[src/rtl/present_sched_pkg.sv]
// present_sched_pkg
//   Shared types, widths and the round-robin pick helper for the PRESENT
//   job scheduler.
//   Contents:
//     BLOCK_W / KEY_W : PRESENT block and key widths (64 / 80)
//     MAX_REQ         : widest requester vector rr_pick can handle
//     state_t         : scheduler FSM states
//     rr_pick()       : one-hot round-robin winner among 'valid' after 'last'
//   Optional feature macro used by the design: PRESENT_SCHED_CYCLE_CNT_EN.
package present_sched_pkg;

    localparam int BLOCK_W   = 64;
    localparam int KEY_W     = 80;
    localparam int MAX_REQ   = 32;
    localparam int MAX_IDX_W = 5;

    typedef enum logic [2:0] {
        IDLE,
        LOAD,
        CORE_RST,
        RUN,
        RESP
    } state_t;

    // Scan n requesters starting just after 'last', wrapping modulo n; the
    // first valid one found gets the single set bit of the result.
    function automatic logic [MAX_REQ-1:0] rr_pick(
        input logic [MAX_REQ-1:0] valid,
        input logic [31:0]        last,
        input logic [31:0]        n
    );
        logic [MAX_REQ-1:0] grant;
        logic [31:0]        idx;
        logic               found;
        grant = '0;
        found = 1'b0;
        for (int k = 1; k <= MAX_REQ; k++) begin
            // last < n and k <= n, so one subtraction is enough to wrap
            idx = last + 32'(k);
            if (idx >= n) begin
                idx = idx - n;
            end
            if (!found && (32'(k) <= n) && valid[idx[MAX_IDX_W-1:0]]) begin
                grant[idx[MAX_IDX_W-1:0]] = 1'b1;
                found = 1'b1;
            end
        end
        return grant;
    endfunction

endpackage

[src/rtl/present_sched_rr_arb.sv]
// present_sched_rr_arb
//   Purely combinational N_REQ-way round-robin arbiter.
//   Ports:
//     i_valid [N_REQ]  : pending requests
//     i_last  [IDX_W]  : index of the most recently granted requester
//     o_grant [N_REQ]  : one-hot winner, all-zero when nothing is pending
module present_sched_rr_arb
    import present_sched_pkg::*;
#(
    parameter int N_REQ = 2,
    localparam int IDX_W = $clog2(N_REQ)
) (
    input  logic [N_REQ-1:0] i_valid,
    input  logic [IDX_W-1:0] i_last,
    output logic [N_REQ-1:0] o_grant
);

    logic [MAX_REQ-1:0] w_valid_ext;
    logic [MAX_REQ-1:0] w_pick;

    genvar gi;
    generate
        for (gi = 0; gi < MAX_REQ; gi++) begin : g_ext
            if (gi < N_REQ) begin : g_req
                assign w_valid_ext[gi] = i_valid[gi];
            end else begin : g_pad
                assign w_valid_ext[gi] = 1'b0;
            end
        end
    endgenerate

    assign w_pick  = rr_pick(w_valid_ext, 32'(i_last), 32'(N_REQ));
    assign o_grant = w_pick[N_REQ-1:0];

    // Padding lanes can never win because their valid bits are tied low.
    generate
        if (N_REQ < MAX_REQ) begin : g_hi
            logic [MAX_REQ-N_REQ-1:0] w_unused_pick_hi;
            assign w_unused_pick_hi = w_pick[MAX_REQ-1:N_REQ];
        end
    endgenerate

endmodule

[src/rtl/present_sched.sv]
// present_sched
//   Round-robin scheduler sharing one PRESENT core (64-bit block, 80-bit key)
//   among N_REQ requesters. Each job: IDLE -> LOAD -> CORE_RST -> RUN -> RESP.
//   Ports:
//     clk, rst                    : clock, synchronous active-high reset
//     req_valid_i / req_ready_o   : per-requester handshake (ready one-hot)
//     req_block_i / req_key_i     : packed payloads, slice i = [W*i +: W]
//     req_encdec_i                : 1 = encrypt, 0 = decrypt
//     rsp_valid_o                 : one-cycle done pulse to the owner
//     rsp_block_o / rsp_error_o   : result and timeout flag, held until next RESP
//     rsp_cycles_o                : RUN cycles of last job (macro only)
//     busy_o                      : high whenever the FSM is not IDLE
//     core_rst_o/key/block/encdec : drive the shared core
//     core_block_i / core_end_i   : core result and end flag
//   Macro PRESENT_SCHED_CYCLE_CNT_EN adds the rsp_cycles_o port and counter.
module present_sched
    import present_sched_pkg::*;
#(
    parameter int N_REQ          = 2,
    parameter int RST_CYCLES     = 2,
    parameter int TIMEOUT_CYCLES = 1024
) (
    input  logic                     clk,
    input  logic                     rst,
    input  logic [N_REQ-1:0]         req_valid_i,
    output logic [N_REQ-1:0]         req_ready_o,
    input  logic [N_REQ*BLOCK_W-1:0] req_block_i,
    input  logic [N_REQ*KEY_W-1:0]   req_key_i,
    input  logic [N_REQ-1:0]         req_encdec_i,
    output logic [N_REQ-1:0]         rsp_valid_o,
    output logic [BLOCK_W-1:0]       rsp_block_o,
    output logic                     rsp_error_o,
`ifdef PRESENT_SCHED_CYCLE_CNT_EN
    output logic [31:0]              rsp_cycles_o,
`endif
    output logic                     busy_o,
    output logic                     core_rst_o,
    output logic [KEY_W-1:0]         core_key_o,
    output logic [BLOCK_W-1:0]       core_block_o,
    output logic                     core_encdec_o,
    input  logic [BLOCK_W-1:0]       core_block_i,
    input  logic                     core_end_i
);

    localparam int IDX_W = $clog2(N_REQ);
    localparam int RC_W  = (RST_CYCLES > 1) ? $clog2(RST_CYCLES) : 1;
    localparam int TO_W  = (TIMEOUT_CYCLES > 1) ? $clog2(TIMEOUT_CYCLES) : 1;
    localparam logic [RC_W-1:0]  RC_LAST = RC_W'(RST_CYCLES - 1);
    localparam logic [TO_W-1:0]  TO_LAST = TO_W'(TIMEOUT_CYCLES - 1);
    localparam logic [IDX_W-1:0] IDX_MAX = IDX_W'(N_REQ - 1);

    state_t               r_state;
    logic [IDX_W-1:0]     r_last;
    logic [IDX_W-1:0]     r_owner;
    logic [KEY_W-1:0]     r_key;
    logic [BLOCK_W-1:0]   r_block;
    logic                 r_encdec;
    logic [RC_W-1:0]      r_rcnt;
    logic [TO_W-1:0]      r_tcnt;
    logic [N_REQ-1:0]     r_rsp_valid;
    logic [BLOCK_W-1:0]   r_rsp_block;
    logic                 r_rsp_error;
    logic                 r_core_rst;
    logic                 r_busy;
`ifdef PRESENT_SCHED_CYCLE_CNT_EN
    logic [31:0]          r_cyc;
    logic [31:0]          r_rsp_cycles;
`endif

    logic [N_REQ-1:0]     w_grant;
    logic                 w_accept;
    logic [IDX_W-1:0]     w_grant_idx;
    logic [KEY_W-1:0]     w_sel_key;
    logic [BLOCK_W-1:0]   w_sel_block;
    logic                 w_sel_encdec;
    logic [N_REQ-1:0]     w_owner_oh;
    logic [KEY_W-1:0]     w_key_arr   [N_REQ];
    logic [BLOCK_W-1:0]   w_block_arr [N_REQ];

    present_sched_rr_arb #(
        .N_REQ (N_REQ)
    ) u_arb (
        .i_valid (req_valid_i),
        .i_last  (r_last),
        .o_grant (w_grant)
    );

    genvar gi;
    generate
        for (gi = 0; gi < N_REQ; gi++) begin : g_req
            assign w_key_arr[gi]   = req_key_i[gi*KEY_W +: KEY_W];
            assign w_block_arr[gi] = req_block_i[gi*BLOCK_W +: BLOCK_W];
            assign w_owner_oh[gi]  = (r_owner == IDX_W'(gi));
        end
    endgenerate

    // Grant is already qualified by valid, so any grant bit in IDLE is an accept.
    assign req_ready_o = (r_state == IDLE) ? w_grant : '0;
    assign w_accept    = (r_state == IDLE) && (|w_grant);

    always_comb begin
        w_grant_idx  = '0;
        w_sel_key    = '0;
        w_sel_block  = '0;
        w_sel_encdec = 1'b0;
        for (int i = 0; i < N_REQ; i++) begin
            if (w_grant[i]) begin
                w_grant_idx  = IDX_W'(i);
                w_sel_key    = w_key_arr[i];
                w_sel_block  = w_block_arr[i];
                w_sel_encdec = req_encdec_i[i];
            end
        end
    end

    always_ff @(posedge clk) begin
        if (rst) begin
            r_state      <= IDLE;
            r_last       <= IDX_MAX;
            r_owner      <= '0;
            r_key        <= '0;
            r_block      <= '0;
            r_encdec     <= 1'b0;
            r_rcnt       <= '0;
            r_tcnt       <= '0;
            r_rsp_valid  <= '0;
            r_rsp_block  <= '0;
            r_rsp_error  <= 1'b0;
            r_core_rst   <= 1'b1;
            r_busy       <= 1'b0;
`ifdef PRESENT_SCHED_CYCLE_CNT_EN
            r_cyc        <= '0;
            r_rsp_cycles <= '0;
`endif
        end else begin
            r_rsp_valid <= '0;
            case (r_state)
                IDLE: begin
                    if (w_accept) begin
                        // Latches feed the core buses directly, so they are
                        // already stable during LOAD and stay so until RESP ends.
                        r_key    <= w_sel_key;
                        r_block  <= w_sel_block;
                        r_encdec <= w_sel_encdec;
                        r_owner  <= w_grant_idx;
                        r_last   <= w_grant_idx;
                        r_busy   <= 1'b1;
                        r_state  <= LOAD;
                    end
                end
                LOAD: begin
                    r_rcnt  <= '0;
                    r_state <= CORE_RST;
                end
                CORE_RST: begin
                    // core_end_i is deliberately not looked at: it may still
                    // carry the previous job's end flag.
                    if (r_rcnt == RC_LAST) begin
                        r_core_rst <= 1'b0;
                        r_tcnt     <= '0;
`ifdef PRESENT_SCHED_CYCLE_CNT_EN
                        r_cyc      <= '0;
`endif
                        r_state    <= RUN;
                    end else begin
                        r_rcnt <= r_rcnt + 1'b1;
                    end
                end
                RUN: begin
                    r_tcnt <= r_tcnt + 1'b1;
`ifdef PRESENT_SCHED_CYCLE_CNT_EN
                    if (r_cyc != 32'hFFFF_FFFF) begin
                        r_cyc <= r_cyc + 32'd1;
                    end
`endif
                    // End is tested first so it wins over the last timeout cycle.
                    if (core_end_i || (r_tcnt == TO_LAST)) begin
                        r_rsp_block  <= core_end_i ? core_block_i : '0;
                        r_rsp_error  <= !core_end_i;
                        r_rsp_valid  <= w_owner_oh;
                        r_core_rst   <= 1'b1;
`ifdef PRESENT_SCHED_CYCLE_CNT_EN
                        // Count includes the current (end/timeout) cycle.
                        r_rsp_cycles <= (r_cyc == 32'hFFFF_FFFF) ? r_cyc : r_cyc + 32'd1;
`endif
                        r_state      <= RESP;
                    end
                end
                RESP: begin
                    r_busy  <= 1'b0;
                    r_state <= IDLE;
                end
                default: begin
                    r_core_rst <= 1'b1;
                    r_busy     <= 1'b0;
                    r_state    <= IDLE;
                end
            endcase
        end
    end

    assign rsp_valid_o   = r_rsp_valid;
    assign rsp_block_o   = r_rsp_block;
    assign rsp_error_o   = r_rsp_error;
`ifdef PRESENT_SCHED_CYCLE_CNT_EN
    assign rsp_cycles_o  = r_rsp_cycles;
`endif
    assign busy_o        = r_busy;
    assign core_rst_o    = r_core_rst;
    assign core_key_o    = r_key;
    assign core_block_o  = r_block;
    assign core_encdec_o = r_encdec;

endmodule

[config.mk]
export PLATFORM = sky130hd
export DESIGN_NAME = present_sched
export DESIGN_NICKNAME = d
export VERILOG_FILES = /design/src/rtl/present_sched_pkg.sv /design/src/rtl/present_sched_rr_arb.sv /design/src/rtl/present_sched.sv
export SDC_FILE = /design/constraint.sdc
export NUM_CORES = 1
export LEC_CHECK = 0
export CAP_MARGIN = 25
export CORE_AREA = 2 2 226 228
export DETAILED_ROUTE_END_ITERATION = 10
export DIE_AREA = 0 0 228 230
export GPL_ROUTABILITY_DRIVEN = 0
export PLACE_DENSITY = 0.61
export SYNTH_ARGS = -nofsm -noshare
export SYNTH_HDL_FRONTEND = slang
export SYNTH_SLANG_ARGS = --single-unit
[constraint.sdc]
create_clock -name clk -period 2.6 [get_ports clk]
set_input_delay 0.39 -clock clk [delete_from_list [all_inputs] [get_ports clk]]
set_output_delay 0.39 -clock clk [all_outputs]
set_load 0.01 [all_outputs]
Word level (Yosys, flattened, before mapping):

Index checks and enable logic that the tools add are counted.

* add/sub/neg operators: 6
* order comparisons: 6
* eq/ne operators: 8
* mux-type cells: 35
* bitwise gates (word level): 6
* reduce and logical (&&, ||, !) cells: 20

Operators by type and width (count)
* 64-bit 2-to-1 mux: 3
* 80-bit 2-to-1 mux: 2
* 32-bit by 2-bit >= comparator with 1-bit output, second input constant: 2
* 10-bit one-hot mux with 2 select lines: 1
* 5-bit by 6-bit less-than comparator with 1-bit output, second input constant: 2
* 1-bit 2-to-1 mux: 12
* 3-bit one-hot mux with 4 select lines: 1
* 10-bit by 1-bit adder with 10-bit output, second input constant: 1
* 1-bit binary-select mux with 5-bit select: 2
* 1-bit demux with 5-bit select: 2
* 10-bit equality test, second input constant: 1
* 5-bit by 1-bit >= comparator with 1-bit output, second input constant: 2
* 10-bit 2-to-1 mux: 1
* 5-bit 2-to-1 mux: 2
* 5-bit by 2-bit subtractor with 5-bit output, second input constant: 2
* 3-bit 2-to-1 mux: 3
* 3-bit OR reduction: 3
* 2-bit AND reduction: 4
* 3-bit by 2-bit equality test with 1-bit output, second input constant: 2
* 2-bit 2-to-1 mux: 3
* 2-bit inequality test, second input constant: 3
* 3-bit AND reduction: 2
* 1-bit inverter: 5
* 1-bit logical AND: 4
* other kinds (13): 16

* register bits: 230
* bits of input ports: 359
* logic and storage cells: 94

Longest topological paths before layout:

* word-level depth: 14
* mapped depth: 7
* depth with buffers taken out: 4

Hierarchy:

From an unflattened synthesis, not the netlist that was laid out.

* cells, all modules: 1240
* area total of the unflattened synthesis: 11125.7 um^2

By module, submodules not included
* present_sched: times used 1, cells an instance 1237, area an instance 11106.9 um^2, seq. area each 4604.4 um^2
* present_sched_rr_arb: times used 1, cells an instance 3, area an instance 18.8 um^2, seq. area each 0.0 um^2

Worst setup path before layout:

OpenSTA, ideal clock, no wires.

* kind: input to register
* start point: input port rst
* end point: register r_block[0], in the netlist core_block_o[0]
* data arrival time: 1.471 ns
* required time: 2.454 ns
* path slack: 0.983 ns
* stages: 6
* buffers on the path: 5
* path through: buf_2 buf_4 buf_4 buf_2 buf_1 a211oi_2

RTL lines
* from (decl): RTL line present_sched.sv:24 `input logic rst,`
* to (signal assigned): RTL line present_sched.sv:143 `r_block <= w_sel_block;`
* to (decl): RTL line present_sched.sv:56 `logic [BLOCK_W-1:0] r_block;`

No word-level cell between the ends.

Worst setup path after layout:

* start point: register r_state[2]
* end point: output port req_ready_o[1]

* longest elaborated chain between the ends: 2

RTL lines
* from (decl): RTL line present_sched.sv:52 `state_t r_state;`
* from (signal assigned): RTL line present_sched.sv:118 `r_state <= IDLE;`
* from (signal assigned): RTL line present_sched.sv:148 `r_state <= LOAD;`
* from (signal assigned): RTL line present_sched.sv:153 `r_state <= CORE_RST;`
* 3-bit logical NOT: RTL line present_sched.sv:98 `assign req_ready_o = (r_state == IDLE) ? w_grant : '0;`
* 2-bit 2-to-1 mux: RTL line present_sched.sv:98
* to (decl): RTL line present_sched.sv:26 `output logic [N_REQ-1:0] req_ready_o,`

Every way passes these cells.

==> flow_summary.ini <==
[grt]
use_met3_pct = 4.85
gr-usage-met2_pct = 32.6
grt_util_all_layers_pct = 18.6
top_usage_layer = met2
grt_pass1_vias = 12799
grt_overflow = 0
grt_start_max_net_pins = 147
met1_usage_pct = 21.9
grt_pass1_wl_um = 78600
antenna_found_initial = 7

[clock_tree]
cts_max_path_buffers = 3
clkLatencyLatePin_ns = 0.56
clkSlewWorstSetupHoldPaths_ns = 0.06
cts-root-buf = clkbuf_16
htreeDepth = 1
cts_buffers = 29
hold_buffers = 0
clkSinkCount = 230
cts_tree = built

[floorplan]
die_w_um = 228
row_count = 82
die-area_um2 = 52400
io_pins = 575
die_h_um = 230
coreArea_um2 = 49900
start_util_pct = 23.3

[setup_path]
crit_required_ns = 2.21
slowest_delay_ns = 0.53
cp-start-kind = flip-flop
critPathSlowestCell = clkdlybuf4s50_1
cp_num_buf_inv = 2
crit_arrival_ns = 2.12
end_kind = output port
crit_family = buffers and inverters
crit_chain = nor3_4 -> and2_1 -> buf_12 -> clkdlybuf4s50_1
cp_max_fo = 10
worst-setup-path-type = reg2out

[placement]
port_buffers = 574
place_area_um2 = 17900
dp_slack_ns = 0.168
dp_hpwl_um = 35600

[logic_synthesis]
async_flop_share_pct = 0
synth_ff_type = dfxtp_1
syn_nets = 1620
synth_edf_count = 0
synth_cells = 1260
synth_cell_types = 44
syn_area_per_cell_um2 = 9.22
ys_ff_latch = 230
ys_warn_count = 0
seq_area_frac_synth_pct = 39.6
synth_area_um2 = 11600

[power]
powerDensity_nw_per_um2 = 745
power.leakage_nw = 6.25
ir_drop_mv = 0.475

[detailed_routing]
first_iter_violations = 778
ant_nets = 0
dr.pass1.iters = 5
wirelength_um = 51600
vias = 12773
avgViaCountPerCell = 5.26
wl_per_cell_um = 21.3
drc = 0

[job]
maxCapViolCount = 0

[sta]
grt_setup_unrepaired = false
clock.fmax_mhz = 398
drv_slew = 0
finalCritPeriodShare_pct = 96.6
hold_viol = 0
clock_skew_ns = 0.0125
finalSetupViolCount = 0
worst_pin_slew_ns = 0.844
relSlewSlack_pct = 43.7
finalSetupTns_ns = 0
min_period_ns = 2.51
fin_ws_ns = 0.0875

[layout]
final_common_cell = clkdlybuf4s50_1
drive_gt1_share_pct = 9.14
final_cell_mix = 571 x clkdlybuf4s50_1, 229 x dfxtp_1, 150 x a21oi_1
stdcell_area_um2 = 18900
layout.nets = 2088
syn_to_final_growth_pct = 63.0
fillerInstances = 4983

[run_status]
status = complete, no violations

[worst_hold_path]
hp-class = in2reg
## state kept, by name, summed over array words and instances (netlist names), 2 cells and up
name	cells
core_block_o	64
core_key_o	80
r_state	3
r_tcnt	10
rsp_block_o	64
rsp_valid_o	2
## repair_timing
| item | in CTS | in global routing |
|---|---|---|
| setup endpoints to repair | 2 | 0 |
| resized for setup | 4 | 0 |
| buffers inserted | 3 | 0 |
## synth_stat cells, types with 7 or more instances
cell	count	area [um^2]
o32ai_1	64	561
nand2b_1	132	826
a31oi_1	7	43.8
a211oi_1	97	728
a32oi_1	145	1270
buf_1	12	45.0
buf_2	46	230
nor2_1	71	267
dfxtp_1	230	4600
clkbuf_1	99	372
o21ai_0	11	55.1
buf_4	15	113
a211oi_2	50	626
a21oi_1	150	751
a221o_1	64	641
## worst reg2reg max path: cells and delay by family (launching register included)
| family | cells | cell delay, ns |
|---|---|---|
| flip-flops | 1 | 0.42 |
| buffers and inverters | 4 | 1.16 |
| AO/OA/AOI/OAI | 2 | 0.36 |
| AND/OR/NAND/NOR | 1 | 0.27 |
## cell type report
cell class | instances | area (um^2) | share of cell area [%]
Clock buffer | 38 | 840 | 4.43
Antenna cell | 5 | 12.5 | 0.0661
Timing Repair Buffer | 615 | 6260 | 33.1
Clock inverter | 15 | 164 | 0.865
Multi-Input combinational cell | 848 | 6200 | 32.7
Tap cell | 672 | 841 | 4.44
Inverter | 4 | 15.0 | 0.0793
Sequential cell | 230 | 4610 | 24.3
## per-layer routing
layer,up-vias,part of all wire [%]
li1,5978,-
met2,507,49
met3,90,7.6
met5,-,0
met1,6198,39
met4,0,3.6
## per-stage QoR
step           util (%)  power (mW)  hold WS (ns)  std cells
2_1_floorplan         -        7.20         0.401       1260
3_3_place_gp       35.8        9.80         0.486       2365
3_5_place_dp       35.8        9.91         0.457       2365
4_1_cts            38.0        14.3         0.255       2422
5_1_grt            38.0        14.8         0.301       2427
6_report           38.0        14.1         0.300       2427
## power breakdown
group / switching (mW) / leakage, nW / internal [mW] / total [mW]
registers: 0.506 / 1.90 / 4.27 / 4.78
logic: 2.37 / 3.85 / 2.74 / 5.12
clock network: 1.66 / 0.503 / 2.56 / 4.22
## worst paths after layout
check        cells past startpoint              to  startpoint  slack [ns]
max                              4  req_ready_o[1]  r_state[2]        0.09
min                              2       r_tcnt[0]         rst        0.30
max reg2reg                      7  core_key_o[75]  r_state[2]        0.30
min reg2reg                      1  rsp_valid_o[0]     r_owner        0.47
## logic make-up after synthesis
logic type                 Yosys count  share of synthesized area, %
muxes                                2                         0.194
AOI/OAI and AO/OA                  601                          41.2
buffers and inverters              182                          7.25
and+or+nand+nor                    244                          11.7
adders and majority gates            1                         0.108
DFF                                230                          39.6
No activity file was read; power rests on OpenSTA's default activity.
